### config.mk
export PLATFORM = sky130hd
export DESIGN_NAME = key_event_encoder
export DESIGN_NICKNAME = d
export VERILOG_FILES = /design/src/rtl/key_event_encoder_pkg.sv /design/src/rtl/key_event_encoder_fifo.sv /design/src/rtl/key_event_encoder.sv
export SDC_FILE = /design/constraint.sdc
export NUM_CORES = 1
export LEC_CHECK = 0
export BUFFER_PORTS_ARGS = -buffer_cell sky130_fd_sc_hd__buf_2
export CAP_MARGIN = 20
export CORE_MARGIN = 3
export CORE_UTILIZATION = 43
export DETAILED_ROUTE_END_ITERATION = 6
export GPL_ROUTABILITY_DRIVEN = 1
export SYNTH_ARGS = -nofsm -noshare
export SYNTH_HDL_FRONTEND = slang
export SYNTH_SLANG_ARGS = --single-unit
export TNS_END_PERCENT = 50
### constraint.sdc
create_clock -name clock -period 35.7 [get_ports clock]
set_input_delay 7.14 -clock clock [delete_from_list [all_inputs] [get_ports clock]]
set_output_delay 7.14 -clock clock [all_outputs]
set_load 0.02 [all_outputs]
### src/rtl/key_event_encoder_pkg.sv
// Shared definitions for the key event encoder: event format, FSM states and
// the event packing helper used by the scanner-side logic.
package key_event_encoder_pkg;

    localparam int EV_W        = 8;
    localparam int EV_MAKE_BIT = 7;
    localparam int EV_CODE_MSB = 6;
    localparam int KEY_IDX_W   = EV_CODE_MSB + 1;

    typedef enum logic [1:0] {
        ST_IDLE    = 2'd0,
        ST_CAPTURE = 2'd1,
        ST_SCAN    = 2'd2
    } scan_state_e;

    typedef logic [EV_W-1:0] key_event_t;

    // Bit 7 flags make (1) or break (0); bits 6:0 carry the key index.
    function automatic key_event_t make_event(input logic is_make,
                                              input logic [KEY_IDX_W-1:0] code);
        return {is_make, code};
    endfunction

endpackage

### src/rtl/key_event_encoder_fifo.sv
// First-word-fall-through event FIFO with an occupancy output that can
// represent both empty and full (DEPTH+1 values).
module key_event_fifo
    import key_event_encoder_pkg::*;
#(
    parameter int DEPTH   = 16,
    parameter int LEVEL_W = $clog2(DEPTH) + 1
) (
    input  logic               clock,
    input  logic               reset,
    input  logic               push,
    input  key_event_t         push_data,
    input  logic               pop_ready,
    output logic               full,
    output logic               ev_valid,
    output key_event_t         ev_data,
    output logic [LEVEL_W-1:0] level
);

    localparam int PTR_W = $clog2(DEPTH);

    key_event_t       mem [DEPTH];
    logic [PTR_W-1:0] wr_ptr;
    logic [PTR_W-1:0] rd_ptr;
    logic             push_ok;
    logic             pop_ok;

    assign full     = (level == LEVEL_W'(DEPTH));
    assign ev_valid = (level != '0);
    assign ev_data  = ev_valid ? mem[rd_ptr] : '0;
    assign push_ok  = push && !full;
    assign pop_ok   = ev_valid && pop_ready;

    always_ff @(posedge clock or posedge reset) begin
        if (reset) begin
            wr_ptr <= '0;
            rd_ptr <= '0;
            level  <= '0;
        end else begin
            if (push_ok) wr_ptr <= wr_ptr + PTR_W'(1);
            if (pop_ok)  rd_ptr <= rd_ptr + PTR_W'(1);
            case ({push_ok, pop_ok})
                2'b10:   level <= level + LEVEL_W'(1);
                2'b01:   level <= level - LEVEL_W'(1);
                default: level <= level;
            endcase
        end
    end

    // NOTE: storage is deliberately left out of reset; level gates every read,
    // so stale contents are never visible and the array maps onto plain RAM.
    always_ff @(posedge clock) begin
        if (push_ok) mem[wr_ptr] <= push_data;
    end

endmodule

### src/rtl/key_event_encoder.sv
// Debounces the scanner's key map with a two-snapshot agreement rule and queues
// one make/break event per debounced change for the host interface.
module key_event_encoder
    import key_event_encoder_pkg::*;
#(
    parameter int SAMPLE_PERIOD = 50000,
    parameter int FIFO_DEPTH    = 16,
    parameter int NUM_KEYS      = 103
) (
    input  logic                        clock,
    input  logic                        reset,
    input  logic                        enabled,
    input  logic [NUM_KEYS:1]           key_down,
    output logic [EV_W-1:0]             ev_data,
    output logic                        ev_valid,
    input  logic                        ev_ready,
    output logic [$clog2(FIFO_DEPTH):0] fifo_level,
    output logic                        any_key
);

    localparam int                   CNT_W    = $clog2(SAMPLE_PERIOD);
    localparam logic [CNT_W-1:0]     CNT_LAST = CNT_W'(SAMPLE_PERIOD - 1);
    localparam logic [KEY_IDX_W-1:0] LAST_IDX = KEY_IDX_W'(NUM_KEYS);

    logic [CNT_W-1:0]     sample_cnt;
    logic                 tick;
    scan_state_e          state;
    scan_state_e          state_next;
    logic [NUM_KEYS:1]    snap_prev;
    logic [NUM_KEYS:1]    snap_cur;
    logic [NUM_KEYS:1]    stable;
    logic [KEY_IDX_W-1:0] idx;
    logic                 key_changed;
    logic                 capture_en;
    logic                 push;
    logic                 advance;
    logic                 fifo_full;
    key_event_t           push_data;

    always_ff @(posedge clock or posedge reset) begin
        if (reset) begin
            sample_cnt <= '0;
        end else if (!enabled || sample_cnt == CNT_LAST) begin
            sample_cnt <= '0;
        end else begin
            sample_cnt <= sample_cnt + CNT_W'(1);
        end
    end

    assign tick = enabled && (sample_cnt == CNT_LAST);

    always_ff @(posedge clock or posedge reset) begin
        if (reset) state <= ST_IDLE;
        else       state <= state_next;
    end

    // A tick seen outside IDLE is simply ignored, never remembered.
    always_comb begin
        state_next = state;
        case (state)
            ST_IDLE:    if (tick) state_next = ST_CAPTURE;
            ST_CAPTURE: state_next = ST_SCAN;
            ST_SCAN:    if (advance && idx == LAST_IDX) state_next = ST_IDLE;
            default:    state_next = ST_IDLE;
        endcase
    end

    assign key_changed = (snap_cur[idx] == snap_prev[idx]) &&
                         (snap_cur[idx] != stable[idx]);

    // NOTE: every output gets a default before the case so no path leaves a
    // signal unassigned, which would otherwise infer a latch.
    always_comb begin
        capture_en = 1'b0;
        push       = 1'b0;
        advance    = 1'b0;
        case (state)
            ST_CAPTURE: capture_en = 1'b1;
            ST_SCAN: begin
                push    = key_changed && !fifo_full;
                advance = !key_changed || !fifo_full;
            end
            default: ;
        endcase
    end

    // idx never leaves 1..NUM_KEYS, so the [NUM_KEYS:1] maps are always in range.
    always_ff @(posedge clock or posedge reset) begin
        if (reset) begin
            snap_prev <= '0;
            snap_cur  <= '0;
            stable    <= '0;
            idx       <= KEY_IDX_W'(1);
            any_key   <= 1'b0;
        end else begin
            if (capture_en) begin
                snap_prev <= snap_cur;
                snap_cur  <= key_down;
                idx       <= KEY_IDX_W'(1);
            end else if (advance && idx != LAST_IDX) begin
                idx <= idx + KEY_IDX_W'(1);
            end
            if (push) stable[idx] <= snap_cur[idx];
            any_key <= |stable;
        end
    end

    assign push_data = make_event(snap_cur[idx], idx);

    key_event_fifo #(
        .DEPTH   (FIFO_DEPTH),
        .LEVEL_W ($clog2(FIFO_DEPTH) + 1)
    ) u_fifo (
        .clock     (clock),
        .reset     (reset),
        .push      (push),
        .push_data (push_data),
        .pop_ready (ev_ready),
        .full      (fifo_full),
        .ev_valid  (ev_valid),
        .ev_data   (ev_data),
        .level     (fifo_level)
    );

endmodule

==> results.cfg <==
[floorplan]
die_x_um = 232
core_area_sq_mm = 0.0503
start_util_pct = 43.7
fp.dieH_um = 232
ios = 122
row_count = 82
die_area_sq_mm = 0.0538

[clock_network]
clk_latency_ns = 0.60
hold_buffers = 0
post_cts_buffers = 0
cts_root_buf = clkbuf_16
path_clk_slew_ns = 0.06
clockBufferDepth = 3
cts_tree = done
clock-sinks = 476
cts-resized-gates = 0
htree_levels = 2
cts_made_buffers = 50

[sta]
final.setup.worst_slack_ns = 25.79
rsz0062_at_grt = no
worst_pin_slew_ns = 1.11
hold_viol = 0
fin_crit_sh_pct = 27.8
slew_headroom_pct = 25.8
setup_tns_ns = 0
fmax_mhz = 101
slew_viol_final = 0
finClkSkew_ns = 0.0241
setup_viol = 0
period_minus_slack_ns = 9.91
whs_ns = 0.456

[critical_path]
critPathMaxFanout = 27
critical_path_arrival_ns = 2.77
critPathKind = flop to output pin
worstPathRequired_ns = 28.56
critPathCaptureType = output pin
r2r_slack_ns = 29.66
startpoint_type = flop

[power]
switching_share_pct = 37.3
combPwrFrac_pct = 35.2
p_leak_nw = 10.4
p_clk_share_pct = 26.7
seq_power_share_pct = 38.0
p_int_w = 0.00117
p_sw_w = 0.000699
powerDensity_mw_per_mm2 = 75.6
peakVddDrop_uv = 72.2

[cells_and_area]
syn_to_final_growth_pct = 12.8
diodes = 0
fin_area_sq_mm = 0.0248
drive_gt1_share_pct = 34.0
fin_cells = 2356
layout.nets = 1769

[synth]
yosys.cell_types.count = 61
syn_nets = 1676
synth-edff-count = 128
synth_area_per_cell_sq_um = 14.1
ys_ff_latch = 476
syn_inst = 1559
synthArstFlopShare_pct = 73.1
synth.yosys.seq_area_share_pct = 57.1
synth_warnings = 0
ys.flop_type = dfrtp_1
syn_area_sq_mm = 0.0220

[global_routing]
antenna_found_initial = 0
top_usage_layer = met2
grt_start_max_net_pins = 163
grt_use_met2_pct = 34.6
grt.overflow.total = 0
grt_pass1_wl_mm = 86.3
use_met1_pct = 27.4
first_global_vias = 14345
use_met3_pct = 3.85
grt_usage_pct = 20.8

[detailed_routing]
drt_iter0_markers = 1126
ant_nets = 0
drc_errors = 0
vias = 13798
first_pass_iters = 7
routed_wl_mm = 54.8
routedWlPerCell_um = 23.3
via_per_inst = 5.86

[status]
status = complete, no violations

[flow_run]
drv_cap = 0

[place]
place_hpwl_mm = 35.5
post_dp_cell_area_sq_mm = 0.0232
gp_congestion = 0.831
place_ws_ns = 25.92
portBuffers = 121
placed_cells = 2269

[hold_path]
hp-class = flop to flop
## power groups by stage
stage,combinational [W],sequential (W),clock [W]
finish,0.000660,0.000713,0.000500
global route,0.000714,0.000721,0.000537
detailed placement,0.000636,0.000733,0
global placement,0.000627,0.000729,0
floorplan,0.000482,0.000685,0
CTS,0.000638,0.000722,0.000514
## layout by cell type, fill, tap and decap left out, types with 40 or more instances in the layout
cell,Yosys,routed
mux4_2,77,77
mux2i_1,40,40
clkbuf_16,0,51
edfxtp_1,128,128
nand3_1,124,124
mux2_1,71,71
mux2_2,252,252
nand2_1,50,50
buf_2,21,121
dfrtp_1,347,343
nor2_1,75,72
## cell type report
type / count / area, sq um
clock buffers: 64 / 1360
clock inverters: 20 / 190
fillers: 4369 / 25500
inverters: 13 / 56.3
multi-input cells: 957 / 8860
flip-flops and latches: 476 / 12600
well taps: 672 / 841
repair buffers: 154 / 918
## synthesized netlist by cell type, types with 8 or more instances
cell      instances  area share, %
o21ai_0          13           0.30
xor2_1           12           0.48
buf_1            19           0.32
and3_1           10           0.28
nor2_1           75            1.3
nand2b_1         12           0.34
nor2b_1          20           0.57
nand2_1          50           0.85
clkbuf_1         59            1.0
mux2_1           71            3.6
mux2i_1          40            1.8
a221oi_1         29            1.2
mux4_2           77            7.9
buf_2            21           0.48
nor4_1           29           0.83
ha_1             10           0.57
nand4_1          16           0.46
xnor2_1          13           0.52
a22oi_1          14           0.48
nor3_1           15           0.34
edfxtp_1        128             17
inv_1            13           0.22
nand3_1         124            2.8
a21oi_1          17           0.39
dfrtp_1         347             40
buf_6             8           0.41
mux2_2          252             13
## logic make-up (layout without fill, tap and decap cells)
logic type | Yosys count | count (layout) | share of synthesized area [%]
flops | 476 | 476 | 57.1
mux | 440 | 440 | 26.3
simple gates | 365 | 365 | 8.25
buf+inv | 126 | 251 | 2.74
compound gates | 117 | 117 | 4.02
xor+xnor | 25 | 25 | 0.997
fa+ha+maj | 10 | 10 | 0.570
## sequential cells by signal (all words and copies together) (netlist names)
signal / count
u_fifo.level: 5
u_fifo.rd_ptr: 4
u_fifo.wr_ptr: 4
sample_cnt: 16
snap_cur: 103
any_key: 1
idx: 7
u_fifo.mem: 128
stable: 103
state: 2
snap_prev: 103
## path summary, 6_finish.rpt
check / startpoint / cells past startpoint / endpoint
min in group asynchronous: reset / 2 / snap_cur[75]$_DFFE_PP0P_
setup / recovery: u_fifo.rd_ptr[0]$_DFFE_PP0P_ / 5 / ev_data[4]
hold reg to reg: sample_cnt[0]$_DFF_PP0_ / 1 / sample_cnt[0]$_DFF_PP0_
max in group asynchronous: reset / 3 / stable[21]$_DFFE_PP0P_
hold / removal: sample_cnt[0]$_DFF_PP0_ / 1 / sample_cnt[0]$_DFF_PP0_
setup reg to reg: idx[0]$_DFFE_PP1P_ / 18 / u_fifo.level[4]$_DFFE_PP0P_
## per-stage QoR
step                      total power (W)  util [%]
final                             0.00187      49.3
after global routing              0.00197      49.3
after CTS                         0.00187      49.1
after detailed placement          0.00137      46.1
after global placement            0.00136      46.1
after floorplan                   0.00117         -
## metal layers
metal | up-vias | share of wire (%)
li1 | 6103 | -
met1 | 7176 | 41
met2 | 414 | 50
met3 | 105 | 5.5
met4 | 0 | 3.1
met5 | - | 0
## worst max-delay path: stages (launching register included)
cell,delay (ns)
dfrtp_2,0.53
buf_12,0.28
mux4_2,0.54
mux4_2,0.49
nor2b_1,0.14
buf_2,0.19
Power figures use the tool's default switching activity.
